==> config.mk <==
export PLATFORM = sky130hd
export DESIGN_NAME = oled_frame_streamer
export DESIGN_NICKNAME = d
export VERILOG_FILES = /design/src/rtl/oled_frame_streamer.sv
export SDC_FILE = /design/constraint.sdc
export NUM_CORES = 1
export LEC_CHECK = 0
export ABC_AREA = 1
export BUFFER_PORTS_ARGS = -buffer_cell sky130_fd_sc_hd__buf_2
export CORE_MARGIN = 2
export CORE_UTILIZATION = 40
export DETAILED_ROUTE_END_ITERATION = 10
export PLACE_DENSITY = 0.57
export SYNTH_ARGS = -nofsm -noshare
export SYNTH_HDL_FRONTEND = slang
export SYNTH_SLANG_ARGS = --single-unit
==> constraint.sdc <==
create_clock -name clk -period 1.4 [get_ports clk]
set_input_delay 0 -clock clk [delete_from_list [all_inputs] [get_ports clk]]
set_output_delay 0 -clock clk [all_outputs]
set_load 0.02 [all_outputs]
==> src/rtl/oled_frame_streamer.sv <==
// oled_frame_streamer: streams one frame of RGB565 pixels to an SSD1331 panel over SPI mode 0.
// The frame starts with a 6-byte column/row window command. Pixels are then scanned in row-major
// order through pixel_index, and each pixel_data word is shifted out MSB first.
// Optional build macro OLED_TX_PREFETCH_EN: the next pixel is fetched into a shadow register while
// the current pixel shifts, so SCLK runs without a gap across pixel boundaries.

module oled_frame_streamer #(
    parameter int unsigned WIDTH   = 96,
    parameter int unsigned HEIGHT  = 64,
    parameter int unsigned CLK_DIV = 4
) (
    input  logic        clk,
    input  logic        rst_n,
    input  logic        frame_req,
    input  logic [15:0] pixel_data,
    output logic [12:0] pixel_index,
    output logic        oled_cs_n,
    output logic        oled_sclk,
    output logic        oled_mosi,
    output logic        oled_dc,
    output logic        busy,
    output logic        frame_done
);

    localparam int unsigned NPIX     = WIDTH * HEIGHT;
    localparam int unsigned DW       = $clog2(CLK_DIV) + 1;
    localparam logic [12:0] LAST_IDX = 13'(NPIX - 1);
    localparam logic [DW-1:0] DIV_MAX = DW'(CLK_DIV - 1);
    localparam logic [7:0]  COL_END  = 8'(WIDTH - 1);
    localparam logic [7:0]  ROW_END  = 8'(HEIGHT - 1);
    localparam logic [7:0]  CMD_COL  = 8'h15;
    localparam logic [7:0]  CMD_ROW  = 8'h75;

    if (NPIX == 0 || NPIX > 8192 || CLK_DIV < 1) begin : g_param_check
        $error("oled_frame_streamer: unsupported WIDTH/HEIGHT/CLK_DIV");
    end

    typedef enum logic [2:0] {
        StIdle,
        StCmd,
        StFetch,
        StShift,
        StDone
    } state_e;

    state_e          state_q;
    logic            pending_q;
    logic [DW-1:0]   div_q;
    logic [3:0]      bit_q;
    logic [2:0]      byte_q;
    logic            fetch_q;
    logic [15:0]     shift_q;
`ifdef OLED_TX_PREFETCH_EN
    logic [15:0]     shadow_q;
    logic            last_q;
`endif

    logic            half_end;
    logic            is_last;
    logic [7:0]      next_byte;

    // Window command sequence: column range then row range covering the whole panel.
    function automatic logic [7:0] cmd_byte(input logic [2:0] idx);
        case (idx)
            3'd0:    cmd_byte = CMD_COL;
            3'd1:    cmd_byte = 8'h00;
            3'd2:    cmd_byte = COL_END;
            3'd3:    cmd_byte = CMD_ROW;
            3'd4:    cmd_byte = 8'h00;
            3'd5:    cmd_byte = ROW_END;
            default: cmd_byte = 8'h00;
        endcase
    endfunction

    // Half-period timing, next command byte, and last-pixel detection.
    always_comb begin
        half_end  = (div_q == DIV_MAX);
        next_byte = cmd_byte(byte_q + 3'd1);
`ifdef OLED_TX_PREFETCH_EN
        // pixel_index leads the shifting pixel, so the last pixel is tracked separately.
        is_last   = last_q;
`else
        is_last   = (pixel_index == LAST_IDX);
`endif
    end

    // Frame sequencer: one FSM owning every registered output.
    always_ff @(posedge clk or negedge rst_n) begin
        if (!rst_n) begin
            state_q     <= StIdle;
            pending_q   <= 1'b0;
            div_q       <= '0;
            bit_q       <= 4'd0;
            byte_q      <= 3'd0;
            fetch_q     <= 1'b0;
            shift_q     <= 16'h0000;
            pixel_index <= 13'd0;
            oled_cs_n   <= 1'b1;
            oled_sclk   <= 1'b0;
            oled_mosi   <= 1'b0;
            oled_dc     <= 1'b0;
            busy        <= 1'b0;
            frame_done  <= 1'b0;
`ifdef OLED_TX_PREFETCH_EN
            shadow_q    <= 16'h0000;
            last_q      <= 1'b0;
`endif
        end else begin
            frame_done <= 1'b0;
            // Requests outside IDLE collapse into a single queued frame.
            if (frame_req && state_q != StIdle) begin
                pending_q <= 1'b1;
            end

            case (state_q)
                StIdle: begin
                    if (frame_req || pending_q) begin
                        state_q   <= StCmd;
                        pending_q <= 1'b0;
                        busy      <= 1'b1;
                        oled_cs_n <= 1'b0;
                        oled_dc   <= 1'b0;
                        oled_sclk <= 1'b0;
                        div_q     <= '0;
                        bit_q     <= 4'd0;
                        byte_q    <= 3'd0;
                        oled_mosi <= CMD_COL[7];
                        shift_q   <= {CMD_COL[6:0], 9'd0};
                    end
                end

                StCmd: begin
                    if (!half_end) begin
                        div_q <= DW'(div_q + 1'b1);
                    end else begin
                        div_q <= '0;
                        if (!oled_sclk) begin
                            oled_sclk <= 1'b1;
                        end else begin
                            oled_sclk <= 1'b0;
                            if (bit_q == 4'd7) begin
                                if (byte_q == 3'd5) begin
                                    state_q     <= StFetch;
                                    pixel_index <= 13'd0;
                                    fetch_q     <= 1'b0;
                                end else begin
                                    byte_q    <= byte_q + 3'd1;
                                    bit_q     <= 4'd0;
                                    oled_mosi <= next_byte[7];
                                    shift_q   <= {next_byte[6:0], 9'd0};
                                end
                            end else begin
                                bit_q     <= bit_q + 4'd1;
                                oled_mosi <= shift_q[15];
                                shift_q   <= {shift_q[14:0], 1'b0};
                            end
                        end
                    end
                end

                StFetch: begin
                    // Index held for two cycles so a one-cycle-latency source settles.
                    if (!fetch_q) begin
                        fetch_q <= 1'b1;
                    end else begin
                        state_q   <= StShift;
                        oled_dc   <= 1'b1;
                        oled_sclk <= 1'b0;
                        div_q     <= '0;
                        bit_q     <= 4'd0;
                        oled_mosi <= pixel_data[15];
                        shift_q   <= {pixel_data[14:0], 1'b0};
`ifdef OLED_TX_PREFETCH_EN
                        if (pixel_index == LAST_IDX) begin
                            last_q <= 1'b1;
                        end else begin
                            last_q      <= 1'b0;
                            pixel_index <= pixel_index + 13'd1;
                        end
`endif
                    end
                end

                StShift: begin
`ifdef OLED_TX_PREFETCH_EN
                    // Skip bit 0 so the prefetched index has settled before capture.
                    if (bit_q != 4'd0) begin
                        shadow_q <= pixel_data;
                    end
`endif
                    if (!half_end) begin
                        div_q <= DW'(div_q + 1'b1);
                    end else begin
                        div_q <= '0;
                        if (!oled_sclk) begin
                            oled_sclk <= 1'b1;
                        end else begin
                            oled_sclk <= 1'b0;
                            if (bit_q == 4'd15) begin
                                if (is_last) begin
                                    state_q     <= StDone;
                                    oled_cs_n   <= 1'b1;
                                    oled_dc     <= 1'b0;
                                    oled_mosi   <= 1'b0;
                                    busy        <= 1'b0;
                                    frame_done  <= 1'b1;
                                    pixel_index <= 13'd0;
`ifdef OLED_TX_PREFETCH_EN
                                    last_q      <= 1'b0;
`endif
                                end else begin
`ifdef OLED_TX_PREFETCH_EN
                                    bit_q     <= 4'd0;
                                    oled_mosi <= shadow_q[15];
                                    shift_q   <= {shadow_q[14:0], 1'b0};
                                    if (pixel_index == LAST_IDX) begin
                                        last_q <= 1'b1;
                                    end else begin
                                        pixel_index <= pixel_index + 13'd1;
                                    end
`else
                                    state_q     <= StFetch;
                                    fetch_q     <= 1'b0;
                                    pixel_index <= pixel_index + 13'd1;
`endif
                                end
                            end else begin
                                bit_q     <= bit_q + 4'd1;
                                oled_mosi <= shift_q[15];
                                shift_q   <= {shift_q[14:0], 1'b0};
                            end
                        end
                    end
                end

                StDone: begin
                    state_q <= StIdle;
                end

                default: begin
                    state_q <= StIdle;
                end
            endcase
        end
    end

endmodule

==> flow_summary.ini <==
[setup_path]
slowest_stage = dfrtp_2
r2r_end = shift_q[15]
crit_path_cell_trace = buf_6 -> nor2_4 -> nand3_2 -> buf_6 -> nand4_2 -> nor2_4 -> buf_12 -> nand2_1 -> nand2_2
crit_arrival_ns = 1.87
cp-start-kind = flip-flop
crit_path_max_incr_delay_ns = 0.49
rr_startpoint = state_q[2]
reg2regPathDepth = 9
rrSetupSlack_ns = -0.27
crit_family = simple AND/OR/NAND/NOR gates
critical_path.endpoint = shift_q[15]
path_buf_inv = 3
crit_path_max_fanout = 19
worstSetupPathDepth = 9
crit_type = flip-flop to flip-flop
cp.required_ns = 1.61
crit_path_start = state_q[2]
cp-end-kind = flip-flop

[final_layout]
layoutNonFillerInstCount = 684
mostFrequentLayoutCell = nand2_1
layout_common_cells = nand2_1, buf_4, dfrtp_1
layout-drive-gt1-share = 0.4347
diodes = 0
area_growth_pct = 56.34
final_nets = 608

[global_routing]
grt_start_max_net_pins = 30
track_usage = 0.2173
grt_pass1_vias = 3106
grt_pass1_wl_microns = 14830
overflow = 0
antenna_found_initial = 0

[power]
pwr-share-clk = 0.392
power_mw = 2.552
leakage_nw = 2.500
powerDensity_nw_per_um2 = 523.6
power_switching_mw = 0.5393
ir_worst_vdd_v = 0.0003372
power_frac_seq = 0.565
p_int_mw = 2.013
pwr-share-comb = 0.043
swShare = 0.2113

[logic_synthesis]
synthCells = 438
yosys_warnings = 0
synth_seq_area_share = 0.3937
synth.avg_cell_area_sq_um = 7.119
yosysUniqueCellTypes = 34
synth_compound_area_frac = 0.06059
synth_fa_ha_area_frac = 0.03210
ys_seq_elements = 49
syn-num-nets = 465
yosys.area_share.simple = 0.4217
synthXorXnorAreaFrac = 0.02247
muxShareOfSynthArea = 0
synth_top_family_by_area = simple AND/OR/NAND/NOR gates
netlist_area_sq_um = 3118

[floorplan]
core_sq_um = 7647
start_util = 0.4077
die_area_sq_um = 8517
io_pins = 38
rows = 32
die-height_microns = 92.29
die_w_microns = 92.29

[sta]
tightest_slew_ns = 0.3862
hold_slack_ns = 0.007660
rsz0062_at_grt = yes
setup_violations = 45
clock-skew-final_ns = 0.01304
maxSlewViolCount = 0
fmax_mhz = 600.3
finalWorstSetupSlack_ns = -0.2659
hold_viol = 0
fin_crit_sh = 1.190
slew_headroom = 0.7425
fin_crit_ns = 1.666

[route]
first_pass_iters = 4
wl_per_cell_microns = 13.64
vias = 3278
ant_nets = 0
route.detailed.drc = 0
drtIter0Drc = 196
viasPerCell = 4.792
wl_microns = 9332

[place]
dp.cells = 637
io_buffer_count = 37
place.gp.congestion = 0.8585
hpwl_microns = 6155

[clocking]
cts_buffer_depth = 2
clock-sinks = 49
numCtsBuffers = 5
insertion_delay_ns = 0.30
clockRootBuffer = clkbuf_8
clk_pin_slew_ns = 0.09
cts_tree = done
h-tree-depth = 2

[outcome]
violations = negative setup slack
status = complete, but fails checks

[min_path]
hold_class = input pin to asynchronous set/reset pin

[flow_run]
max-cap-violations = 0
==> per-stage QoR <==
stage / worst slack [ns] / setup TNS [ns] / util / cell area [sq um]
floorplan: -0.05926 / -0.9338 / - / 3239
detailed placement: -0.2550 / -8.253 / 0.5275 / 4034
finish: -0.2659 / -8.006 / 0.6374 / 4875
CTS: -0.2185 / -5.832 / 0.5843 / 4468
global placement: -0.2056 / -6.739 / 0.5275 / 4034
global route: -0.3289 / -11.21 / 0.6374 / 4875
==> power groups by stage <==
stage / logic (mW) / registers [mW] / clock network (mW)
2_1_floorplan: 0.0279 / 1.47 / 0
3_3_place_gp: 0.0933 / 1.47 / 0
3_5_place_dp: 0.0943 / 1.47 / 0
4_1_cts: 0.111 / 1.44 / 1.04
5_1_grt: 0.125 / 1.44 / 1.09
6_report: 0.109 / 1.44 / 1.00
==> worst min-delay path by stage <==
stage | from | to | cells after the start
CTS | rst_n | pending_q | 2
global route | rst_n | pending_q | 2
detailed placement | rst_n | pending_q | 1
finish | rst_n | pending_q | 2
floorplan | rst_n | bit_q[0] | 0
global placement | rst_n | pending_q | 1
==> logic make-up (layout without fill, tap and decap cells) <==
family | Yosys count | after routing
adder cells (fa/ha/maj) | 8 | 8
AO/OA/AOI/OAI | 33 | 33
buffers and inverters | 49 | 190
XOR/XNOR | 8 | 8
flip-flops | 49 | 49
AND/OR/NAND/NOR | 291 | 294
==> synth_stat cells <==
master / count / area (sq um)
o211ai_1: 1 / 7.510
a32o_1: 1 / 10.01
ha_1: 8 / 100.1
o21a_1: 2 / 15.01
buf_6: 3 / 33.78
nand2_1: 180 / 675.7
inv_2: 4 / 15.01
o21ai_1: 1 / 5.000
nor2_2: 3 / 18.77
nand3_4: 2 / 35.03
a31o_2: 1 / 8.760
nor2_4: 5 / 56.30
inv_1: 37 / 138.9
nand4_2: 1 / 12.51
dfrtp_1: 48 / 1201
nand2_4: 5 / 56.30
a21oi_1: 8 / 40.04
nand4_1: 9 / 56.30
and2_1: 1 / 6.260
nor3_1: 2 / 10.01
buf_4: 2 / 15.01
nand3_1: 36 / 180.2
nor2_1: 39 / 146.4
a21oi_2: 1 / 8.760
clkinv_1: 1 / 3.750
buf_2: 2 / 10.01
nand3_2: 3 / 30.03
nand2_2: 4 / 25.02
dfstp_2: 1 / 26.28
xnor2_1: 2 / 17.52
xor2_1: 6 / 52.55
o21ai_0: 17 / 85.08
o21ai_2: 1 / 8.760
nor4_1: 1 / 6.260
==> state kept, by name (all words and copies together) (netlist names) <==
signal and flops:
oled_cs_n 1, div_q 3, bit_q 4, byte_q 3
frame_done 1, busy 1, state_q 3, oled_dc 1
shift_q 15, oled_sclk 1, oled_mosi 1, pending_q 1
pixel_index 13, fetch_q 1
==> worst reg2reg max path, cell delays in order (launching register included) <==
cell and delay, ns:
dfrtp_2 0.49, buf_6 0.15, nor2_4 0.17, nand3_2 0.13
buf_6 0.16, nand4_2 0.12, nor2_4 0.07, buf_12 0.15
nand2_1 0.09, nand2_2 0.05
==> layer usage <==
layer	global-route usage	routed length [microns]
met5	0	0
met4	0.05224	173
met3	0.04150	398
met2	0.3603	4485
met1	0.2948	4275
==> repair_timing <==
item	CTS	global route
hold buffers	8	0
pin swaps	10	28
gates cloned	4	0
hold endpoints to repair	55	0
buffers inserted	7	20
endpoints found under the setup margin	48	46
resized for setup	40	74
==> layout make-up <==
type	instances	area [sq um]
flip-flops and latches	49	1237
inverters	42	185.2
clock buffers	6	72.57
repair buffers	139	1074
multi-input cells	343	2137
well taps	102	127.6
fillers	657	2773
repair inverters	1	6.256
clock inverters	2	35.03
(Power assumes the default switching activity.)
